--- config.mk ---
export PLATFORM = sky130hd
export DESIGN_NAME = fpu_fetch_sequencer
export DESIGN_NICKNAME = d
export VERILOG_FILES = /design/src/rtl/fpu_seq_pkg.sv /design/src/rtl/fpu_seq_wdt.sv /design/src/rtl/fpu_fetch_sequencer.sv
export SDC_FILE = /design/constraint.sdc
export NUM_CORES = 1
export LEC_CHECK = 0
export BUFFER_PORTS_ARGS = -buffer_cell sky130_fd_sc_hd__buf_2
export CORE_UTILIZATION = 35
export CTS_BUF_LIST = sky130_fd_sc_hd__clkbuf_16
export CTS_CLUSTER_SIZE = 25
export DETAILED_ROUTE_END_ITERATION = 10
export GPL_TIMING_DRIVEN = 1
export MAX_ROUTING_LAYER = met4
export PLACE_DENSITY = 0.57
export RECOVER_POWER = 25
export REMOVE_ABC_BUFFERS = 1
export SETUP_SLACK_MARGIN = 0.5
export SYNTH_ARGS = -nofsm -noshare
export SYNTH_HDL_FRONTEND = slang
export SYNTH_SLANG_ARGS = --single-unit
--- constraint.sdc ---
create_clock -name clk -period 2.6 [get_ports clk]
set_clock_uncertainty 0.05 [all_clocks]
set_input_delay 0 -clock clk [delete_from_list [all_inputs] [get_ports clk]]
set_output_delay 0 -clock clk [all_outputs]
set_load 0.03 [all_outputs]
--- src/rtl/fpu_seq_pkg.sv ---
// Shared definitions for the FPU fetch sequencer: FSM state encoding and
// default values for the PC increment and the restart instruction.
package fpu_seq_pkg;

  typedef enum logic [1:0] {
    S_IDLE  = 2'd0,
    S_FETCH = 2'd1,
    S_ISSUE = 2'd2,
    S_WAIT  = 2'd3
  } seq_state_e;

  localparam int unsigned  DEFAULT_PC_STEP       = 4;
  localparam logic [31:0]  DEFAULT_RESTART_INSTR = 32'h0000_0010;

endpackage

--- src/rtl/fpu_seq_wdt.sv ---
// Watchdog for the WAIT state of the fetch sequencer.
//   clk, rst_l : clock, asynchronous active-low reset
//   load       : clears the count (held high outside WAIT, so every WAIT
//                entry starts from zero)
//   count_en   : advance the count by one per cycle
//   expire     : high during the LIMIT-th counted cycle
module fpu_seq_wdt #(
  parameter int unsigned LIMIT = 64
) (
  input  logic clk,
  input  logic rst_l,
  input  logic load,
  input  logic count_en,
  output logic expire
);

  localparam int unsigned CNT_W = $clog2(LIMIT + 1);

  logic [CNT_W-1:0] cnt;

  always_ff @(posedge clk or negedge rst_l) begin
    if (!rst_l) begin
      cnt <= '0;
    end else if (load) begin
      cnt <= '0;
    end else if (count_en) begin
      cnt <= cnt + CNT_W'(1);
    end
  end

  // First counted cycle sees cnt==0, so the LIMIT-th cycle sees LIMIT-1.
  assign expire = count_en && (cnt == CNT_W'(LIMIT - 1));

endmodule

--- src/rtl/fpu_fetch_sequencer.sv ---
// Instruction fetch/issue sequencer for the FPU.
// Fetches from PC, issues each instruction as a one-cycle strobe, waits for
// multi-cycle operations to finish, and restarts at PC 0 on RESTART_INSTR.
// Optional build macro FPU_SEQ_WDT_EN adds a WAIT-state watchdog.
// Ports:
//   clk, rst_l              : clock, asynchronous active-low reset
//   start                   : keep fetching while high
//   flush                   : synchronous abort to IDLE, PC 0
//   mem_req, mem_addr       : fetch request (held until mem_rvalid), address
//   mem_rvalid, mem_rdata   : fetch response
//   multi_cycle, exec_done  : decoder flag in ISSUE, execution-complete
//   instr_out, instr_valid  : issued instruction and its one-cycle strobe
//   busy                    : any state other than IDLE
//   timeout                 : watchdog expiry pulse (0 without the macro)
module fpu_fetch_sequencer
  import fpu_seq_pkg::*;
#(
  parameter int unsigned          PC_W          = 32,
  parameter int unsigned          INSTR_W       = 32,
  parameter int unsigned          PC_STEP       = DEFAULT_PC_STEP,
  parameter logic [INSTR_W-1:0]   RESTART_INSTR = INSTR_W'(DEFAULT_RESTART_INSTR),
  parameter int unsigned          WDT_CYCLES    = 64
) (
  input  logic               clk,
  input  logic               rst_l,
  input  logic               start,
  input  logic               flush,
  output logic               mem_req,
  output logic [PC_W-1:0]    mem_addr,
  input  logic               mem_rvalid,
  input  logic [INSTR_W-1:0] mem_rdata,
  input  logic               multi_cycle,
  input  logic               exec_done,
  output logic [INSTR_W-1:0] instr_out,
  output logic               instr_valid,
  output logic               busy,
  output logic               timeout
);

  seq_state_e         state;
  logic [PC_W-1:0]    pc;
  logic [INSTR_W-1:0] instr_q;
  logic               wdt_expire;

`ifdef FPU_SEQ_WDT_EN
  fpu_seq_wdt #(
    .LIMIT (WDT_CYCLES)
  ) u_wdt (
    .clk      (clk),
    .rst_l    (rst_l),
    .load     (state != S_WAIT),
    .count_en (state == S_WAIT),
    .expire   (wdt_expire)
  );

  // exec_done arriving in the expiry cycle wins over the watchdog.
  assign timeout = wdt_expire && !exec_done && !flush;
`else
  assign wdt_expire = 1'b0;
  assign timeout    = 1'b0;
`endif

  always_ff @(posedge clk or negedge rst_l) begin
    if (!rst_l) begin
      state   <= S_IDLE;
      pc      <= '0;
      instr_q <= '0;
    end else if (flush) begin
      state   <= S_IDLE;
      pc      <= '0;
      instr_q <= '0;
    end else begin
      unique case (state)
        S_IDLE: begin
          if (start) state <= S_FETCH;
        end
        S_FETCH: begin
          if (mem_rvalid) begin
            instr_q <= mem_rdata;
            pc      <= pc + PC_W'(PC_STEP);
            state   <= S_ISSUE;
          end
        end
        S_ISSUE: begin
          if (instr_q == RESTART_INSTR) begin
            pc    <= '0;
            state <= S_IDLE;
          end else if (multi_cycle) begin
            state <= S_WAIT;
          end else begin
            state <= start ? S_FETCH : S_IDLE;
          end
        end
        S_WAIT: begin
          if (exec_done)       state <= start ? S_FETCH : S_IDLE;
          else if (wdt_expire) state <= S_IDLE;
        end
        default: state <= S_IDLE;
      endcase
    end
  end

  // Moore outputs decoded from the registered state; reset drops them at once.
  assign busy        = (state != S_IDLE);
  assign mem_req     = (state == S_FETCH);
  assign mem_addr    = pc;
  assign instr_valid = (state == S_ISSUE);
  assign instr_out   = instr_valid ? instr_q : '0;

endmodule

# Yosys cells after proc, flatten, opt, wreduce, memory -nomap -nowiden
# Cells that the tools add are included.
[op_classes]
n_addsub = 1
mul = 0
div = 0
magnitude_cmp = 0
eq_ne = 8
shifts = 0
mux = 16
bitwise = 0
reduce_logical = 8
[op_table]
columns = ["cell", "count"]
rows = [
  ["two-way mux 32 bit", 7],
  ["one-hot mux 32 bit (2 select lines)", 1],
  ["adder 32 x 3 -> 32 bit (second input constant)", 1],
  ["== test 32 x 5 -> 1 bit (second input constant)", 1],
  ["two-way mux 2 bit", 6],
  ["one-hot mux 2 bit (4 select lines)", 1],
  ["!= test 3 x 2 -> 1 bit (second input constant)", 2],
  ["!= test 3 bit (second input constant)", 2],
  ["AND reduction 3 bit", 2],
  ["nonzero test 2 bit", 3],
  ["== test 2 bit (second input constant)", 2],
  ["nonzero test 3 bit", 1],
  ["== test 2 x 1 -> 1 bit (second input constant)", 1],
  ["zero test 2 bit", 1],
  ["AND reduction 2 bit", 1],
  ["two-way mux 1 bit", 1],
]
[totals]
ff_bits = 66
latchBits = 0
ram_bits = 0
mem_bits_ro = 0
inputBits = 39
out_inout_bits = 68
word_cells = 36
memories = 0

# Depth between registers and ports, before layout
# Gate-level depths: netlist of the first run.
[depth]
ltp_word = 5
ltp_mapped = 9
ltp_nobuf = 6

# Worst setup path after synthesis of the first run
# No wires, ideal clock.
[synth_timing]
path_type = "flip-flop to flip-flop"
startpoint = "register pc[14] (netlist: mem_addr[14])"
endpoint = "register pc[26] (netlist: mem_addr[26])"
arrival_time_ps = 1979
slack_ps = 502
stages_incl_launch_ff = 6
synth_period_minus_slack_ps = 2098
cell_sequence = "dfrtp_1 -> nand4_4 -> nor4_4 -> nand2_4 -> or4_1 -> nand3_1"
[synth_between]
elab_chain_len = 4
[synth_lines]
columns = ["item", "line_no", "text"]
rows = [
  ["from (decl)", "fpu_fetch_sequencer.sv:41", "logic [PC_W-1:0] pc;"],
  ["from (signal assigned)", "fpu_fetch_sequencer.sv:80", "pc <= pc + PC_W'(PC_STEP);"],
  ["adder 32 x 3 -> 32 bit", "fpu_fetch_sequencer.sv:80", ""],
  ["two-way mux 32 bit", "fpu_fetch_sequencer.sv:78", "if (mem_rvalid) begin"],
  ["one-hot mux 32 bit (2 select lines)", "fpu_fetch_sequencer.sv:73", "unique case (state)"],
  ["two-way mux 32 bit", "fpu_fetch_sequencer.sv:68", "end else if (flush) begin"],
]
# No other way between the ends. The select of a mux whose other input is x is not followed.
# A chain may end at the register's enable or synchronous reset.

# Final worst setup path of the first run
[layout_timing]
startpoint = "register pc[11] (netlist: mem_addr[11])"
endpoint = "register pc[26] (netlist: mem_addr[26])"
# The elaborated chain is that of the path after synthesis.

==> impl_metrics.json, run 1 <==
{
  "dpl_cell_area_um2": 4070,
  "cts_sinks": 64,
  "final_core_util": 0.501,
  "hold_depth": 5,
  "synth.area.top_cells": "dfrtp_1 (46%), nand2_1 (9.4%), and2_1 (6.2%)",
  "hpwl_um": 6540,
  "critical_path_arrival_ns": 2.20,
  "grt_max_degree": 39,
  "clk_pin_slew_ns": 0.05,
  "cap_violations": 1,
  "die_y_um": 101,
  "place_inst": 621,
  "finalNonFillerCells": 675,
  "io_pins": 107,
  "synth_top_area_cell": "dfrtp_1",
  "grt_pass1_wl_um": 16300,
  "fin_crit_sh": 0.765,
  "tns_ns": 0,
  "setup_slack_ns": 0.611,
  "yosysSeqAreaShare": 0.464,
  "hold_ws_ns": 0.0891,
  "drc": 0,
  "worstSetupEndpointType": "register",
  "drive_gt1_frac": 0.216,
  "yosys_warnings": 0,
  "cts_root_buffer": "clkbuf_16",
  "avgSynthCellArea_um2": 8.52,
  "critPathLaunch": "mem_addr[11]",
  "peakVddDrop_mv": 0.237,
  "cts_buffer_depth": 2,
  "drtPass1Iterations": 4,
  "violations": "capacitance limit, slew limit",
  "drt-total-wl_um": 10100,
  "preCtsSetupSlack_ns": 0.475,
  "outcome": "finished, violations left",
  "wl_per_cell_um": 15.0,
  "slew_viol_final": 27,
  "start_util": 0.367,
  "cp_max_fo": 9,
  "fin_crit_ns": 1.99,
  "r2r-end": "mem_addr[26]",
  "slew_headroom": -0.0561,
  "area_growth_pct": 36.7,
  "viasPerCell": 5.22,
  "cts_made_buffers": 9,
  "rsz0062_at_grt": "no",
  "port_buffers": 103,
  "n_antenna_cell": 0,
  "timing_worst_setup_path_type": "reg -> reg",
  "antenna_found_initial": 0,
  "cts_tree": "yes",
  "gp_congestion": 0.791,
  "worstPathRequired_ns": 2.81,
  "die_w_um": 101,
  "fmax_mhz": 503,
  "syn_inst": 405,
  "drtIter0Drc": 93,
  "hold_viol": 0,
  "seqCellArea_um2": 1600,
  "vias": 3521,
  "hold_path_class": "in -> reg",
  "synth-seq-cells": 64,
  "reg2reg_depth": 6,
  "overflow": 0,
  "mostFrequentLayoutCells": "nand2_1 (86), buf_2 (83), dfrtp_1 (64)",
  "setup_viol": 0,
  "pwr_density_cell_nw_per_um2": 530,
  "netlist_area_um2": 3450,
  "final_nets": 581,
  "synth_top_area_share": 0.464,
  "rr_startpoint": "mem_addr[11]",
  "crit_path_start_kind": "register",
  "tightestPinTransition_ns": 1.58,
  "htree_levels": 3,
  "fillers": 907,
  "die_area_um2": 10300,
  "synth_cell_type_count": 47,
  "core_um2": 9420,
  "power.leakage_nw": 2.21,
  "grt_pass1_vias": 3244,
  "multi_input_area_um2": 1720,
  "crit_end": "mem_addr[26]",
  "track_usage": 0.209,
  "ant_nets": 0,
  "reg2reg_slack_ns": 0.61,
  "p_total_mw": 2.50,
  "clock_latency_ns": 0.32,
  "num_rows": 35,
  "final_common_cell": "nand2_1",
  "design_area_um2": 4720
}
## final cells by class
cell class                      instances  share of cell area
Multi-Input combinational cell        313               0.365
Sequential cell                        64               0.339
Timing Repair Buffer                  149               0.199
Clock buffer                            9              0.0477
Tap cell                              129              0.0342
Clock inverter                          7              0.0117
Inverter                                4             0.00318
## worst max-delay path, stage by stage (launching register included)
cell and delay (ns):
dfrtp_1 0.44, nand4_1 0.31, nor4_4 0.22, buf_4 0.20, nand2_4 0.09, or4_1 0.51, nand3_1 0.09
## how the worst min path moves through the flow
stage                   end       start
2_1_floorplan    instr_q[0]       rst_l
3_3_place_gp   mem_addr[18]       rst_l
3_5_place_dp   mem_addr[18]       rst_l
4_1_cts            state[1]  mem_rvalid
5_1_grt            state[0]       start
6_report           state[1]  mem_rvalid
## per-layer routing
layer | vias up | share of wire | routed length [µm] | GRT usage
li1 | 1705 | - | - | -
met4 | 0 | 0.013 | 133 | 0.0647
met1 | 1687 | 0.48 | 4880 | 0.282
met5 | - | 0 | 0 | -
met2 | 116 | 0.46 | 4640 | 0.321
met3 | 13 | 0.046 | 468 | 0.0373
## report_power, final
part	switching [mW]	internal [mW]	leakage (nW)
combinational	0.183	0.119	1.18
sequential	0.0259	1.02	0.885
clock	0.427	0.724	0.147
## cells in the mapped netlist (all sizes together)
cell type,n
ha,1
nand2,88
and4,3
o211ai,5
inv,4
and3,6
nor4b,1
or4,5
o21ai,32
a21oi,40
or2,2
and3b,1
nand2b,3
nor3,2
a31oi,11
o41ai,1
a32o,1
nand3,18
nor2,15
clkbuf,19
nand4,12
dfrtp,64
nor4,10
a311oi,1
nor2b,2
and2,34
or3,3
buf,7
a211oi,1
o31ai,9
a32oi,1
conb,1
nand3b,2
## sequential cells by signal, indices dropped and copies added, names as in the netlist
signal / cells
state: 2
instr_q: 32
mem_addr: 30
## timing repair
item / 4_1_cts / 5_1_grt
hold endpoints to repair: 63 / 0
setup endpoints to repair: 5 / 10
pin swaps: 1 / 1
resized for setup: 0 / 3
setup buffers: 2 / 0
hold buffers: 36 / 0
## kinds of logic after synthesis
| logic type | Yosys count | synth area share |
|---|---|---|
| AOI/OAI and AO/OA | 102 | 0.167 |
| adders and majority gates | 1 | 0.00362 |
| buffers and inverters | 30 | 0.0457 |
| DFF | 64 | 0.464 |
| other | 1 | 0.00109 |
| and+or+nand+nor | 207 | 0.318 |
Note: power is estimated with default switching activity, not from simulation.
==> inputs of run 2 (changes only) <==
--- a/config.mk
+++ b/config.mk
@@ -5,6 +5,7 @@
 export SDC_FILE = /design/constraint.sdc
 export NUM_CORES = 1
 export LEC_CHECK = 0
+export ABC_AREA = 1
 export BUFFER_PORTS_ARGS = -buffer_cell sky130_fd_sc_hd__buf_2
 export CORE_UTILIZATION = 35
 export CTS_BUF_LIST = sky130_fd_sc_hd__clkbuf_16
@@ -12,7 +13,7 @@
 export DETAILED_ROUTE_END_ITERATION = 10
 export GPL_TIMING_DRIVEN = 1
 export MAX_ROUTING_LAYER = met4
-export PLACE_DENSITY = 0.57
+export PLACE_DENSITY = 0.58
 export RECOVER_POWER = 25
 export REMOVE_ABC_BUFFERS = 1
 export SETUP_SLACK_MARGIN = 0.5
==> constraint.sdc (replaced) <==
create_clock -name clk -period 1.6 [get_ports clk]
set_clock_uncertainty 0.05 [all_clocks]
set_input_delay 0 -clock clk [delete_from_list [all_inputs] [get_ports clk]]
set_output_delay 0 -clock clk [all_outputs]
set_load 0.03 [all_outputs]
==> run 2 against run 1 <==
The flow finishes with violations (setup timing). Via count grew 47%. Non-clock buffer count grew 98. Utilization grew 21 points. Die area grew 12%. Cell count grew 40%. Global-route usage grew 8.4 points. Synthesized cell count grew 40%. First-iteration DRC count grew to 3.8 times the previous value. Critical endpoint is now mem_addr[11]. Largest cell class unchanged. Highest routed layer unchanged.
==> impl_metrics.json, run 2 <==
{
  "ant_nets": 0,
  "cp_max_fo": 8,
  "setup_viol": 65,
  "violations": "setup timing",
  "hold_path_end": "state[0]",
  "n_antenna_cell": 0,
  "wl_per_cell_um": 20.0,
  "port_buffers": 103,
  "multi_input_area_um2": 2740,
  "die_w_um": 107,
  "clk_pin_slew_ns": 0.06,
  "seqPwrFrac": 0.232,
  "die_area_um2": 11500,
  "die_y_um": 107,
  "cts_buffer_depth": 2,
  "worstSetupEndpointType": "register",
  "slew_viol_final": 0,
  "power.internal_mw": 5.17,
  "core_um2": 10500,
  "critical_path_arrival_ns": 2.05,
  "synth-edff-count": 0,
  "htree_levels": 3,
  "cts_sinks": 64,
  "power.leakage_nw": 3.45,
  "combPwrFrac": 0.491,
  "clkPwrFrac": 0.277,
  "fillers": 662,
  "tightestPinTransition_ns": 0.933,
  "viasPerCell": 5.45,
  "drive_gt1_frac": 0.523,
  "grt_pass1_wl_um": 24800,
  "clock_latency_ns": 0.35,
  "setup_slack_ns": -0.232,
  "regMostFlops": "instr_q",
  "syn_inst": 568,
  "synth-seq-cells": 64,
  "hold_path_class": "in -> reg",
  "yosys_warnings": 0,
  "avgSynthCellArea_um2": 6.80,
  "vias": 5169,
  "async_flop_share": 1.00,
  "p_total_mw": 8.43,
  "rr_startpoint": "instr_q[14]",
  "gp_congestion": 0.888,
  "peakVddDrop_mv": 0.714,
  "yosysSeqAreaShare": 0.415,
  "cts_tree": "yes",
  "seqCellArea_um2": 1610,
  "fmax_mhz": 546,
  "reg2reg_depth": 11,
  "worstPathRequired_ns": 1.82,
  "final_nets": 847,
  "reg2reg_slack_ns": -0.23,
  "outcome": "finished, violations left",
  "hold_viol": 0,
  "r2r-end": "mem_addr[11]",
  "final_common_cell": "nand2_1",
  "drt-total-wl_um": 19000,
  "area_growth_pct": 94.4,
  "rsz0062_at_grt": "yes",
  "cap_violations": 0,
  "place_inst": 833,
  "timing_worst_setup_path_type": "reg -> reg",
  "start_util": 0.368,
  "swShare": 0.386,
  "synth_top_area_cell": "dfrtp_1",
  "num_rows": 37,
  "pwr_density_cell_nw_per_um2": 1120,
  "grt_max_degree": 65,
  "antenna_found_initial": 0,
  "finalNonFillerCells": 948,
  "drc": 0,
  "track_usage": 0.293,
  "synth_cell_type_count": 33,
  "fin_crit_ns": 1.83,
  "synth_common_cells": "nand2_1 (173), nor2_1 (93), nand3_1 (68)",
  "mostFrequentLayoutCells": "nand2_1 (139), buf_6 (72), buf_4 (66)",
  "netlist_area_um2": 3860,
  "drtPass1Iterations": 5,
  "grt_pass1_vias": 4843,
  "crit_path_start_kind": "register",
  "cts_made_buffers": 9,
  "largest_reg_flops": 32,
  "yosysMostFrequentCell": "nand2_1",
  "fin_crit_sh": 1.14,
  "io_pins": 107,
  "ys.flop_type": "dfrtp_1",
  "synth.area.top_cells": "dfrtp_1 (41%), nand2_1 (17%), nor2_1 (9.0%)",
  "overflow": 0,
  "switchingPower_mw": 3.25,
  "hold_depth": 4,
  "slew_headroom": 0.378,
  "drtIter0Drc": 356,
  "hold_start": "mem_rvalid",
  "synth_top_area_share": 0.415,
  "hpwl_um": 7940,
  "cts_root_buffer": "clkbuf_16"
}
==> run 2: changes by cell type after synthesis, sizes merged, moves of 11 or more <==
cell,previous run,this run
a31oi,11,0
nand3,18,70
buf,7,18
a21oi,40,3
nor2,15,99
inv,4,61
clkbuf,19,6
and2,34,1
nand2,88,173
==> run 2: through the flow <==
step / cell area [µm²] / utilization / hold slack [ns] / setup WS [ns] / TNS [ns]
6_report: 7510 / 0.715 / 0.0935 / -0.232 / -8.08
3_5_place_dp: 4800 / 0.457 / -0.00413 / -0.374 / -11.32
5_1_grt: 7510 / 0.715 / 0.0918 / -0.319 / -11.92
3_3_place_gp: 4800 / 0.457 / -0.00656 / -0.230 / -7.71
4_1_cts: 6770 / 0.644 / 0.0419 / -0.0495 / -1.26
2_1_floorplan: 3710 / - / -0.346 / -0.644 / -44.83
==> run 2: layout make-up <==
type | count | share of cell area
timing repair buffer | 247 | 0.320
tap | 136 | 0.0227
clock inverter | 7 | 0.0158
sequential | 64 | 0.214
inverter | 61 | 0.0325
clock buffer | 9 | 0.0300
multi-input combinational | 424 | 0.365
==> run 2: cells by family (layout without fill, tap and decap cells) <==
| group | count (synthesis) | after routing | synth area share |
|---|---|---|---|
| other cells | 1 | 3 | 0.000971 |
| buf+inv | 85 | 324 | 0.102 |
| simple gates | 370 | 373 | 0.409 |
| flops | 64 | 64 | 0.415 |
| fa+ha+maj | 1 | 1 | 0.00324 |
| compound gates | 45 | 45 | 0.0664 |
| xor+xnor | 2 | 2 | 0.00453 |
==> run 2: worst max-delay path: stages (launching register included) <==
cell and delay (ns):
dfrtp_1 0.38, inv_2 0.11, nand2_1 0.08, nor2_1 0.14, nand2_1 0.11, nor2_4 0.14
nand3_4 0.11, buf_6 0.13, a21oi_4 0.20, clkbuf_16 0.20, nand2_1 0.06, nand2_1 0.06
==> run 2: metal layers <==
layer	GRT usage	routed length, µm	up-vias
li1	-	-	2284
met1	0.323	6940	2452
met2	0.508	9360	330
met3	0.0571	1480	103
met4	0.142	1210	0
met5	-	0	-
==> run 2: power by group through the flow <==
stage,combinational [mW],clock [mW],sequential (mW)
global placement,1.64,0,1.91
detailed placement,1.66,0,1.92
global route,4.25,2.39,1.97
CTS,3.14,2.34,1.91
floorplan,0.939,0,1.94
finish,4.14,2.33,1.96
==> run 2: timing repair <==
action / 4_1_cts / 5_1_grt
pin swaps: 22 / 19
hold buffers: 36 / 0
endpoints found under the hold margin: 98 / 0
setup buffers: 22 / 25
endpoints found under the setup margin: 114 / 114
gates resized for setup: 278 / 134
cloned: 13 / 3
==> run 2: worst max path at each step <==
stage / start / depth (start not counted) / end
floorplan: state[0] / 6 / mem_addr[24]
global placement: state[1] / 7 / instr_q[26]
detailed placement: state[1] / 6 / instr_q[17]
CTS: instr_q[15] / 11 / mem_addr[10]
global route: instr_q[14] / 11 / mem_addr[11]
finish: instr_q[14] / 11 / mem_addr[11]
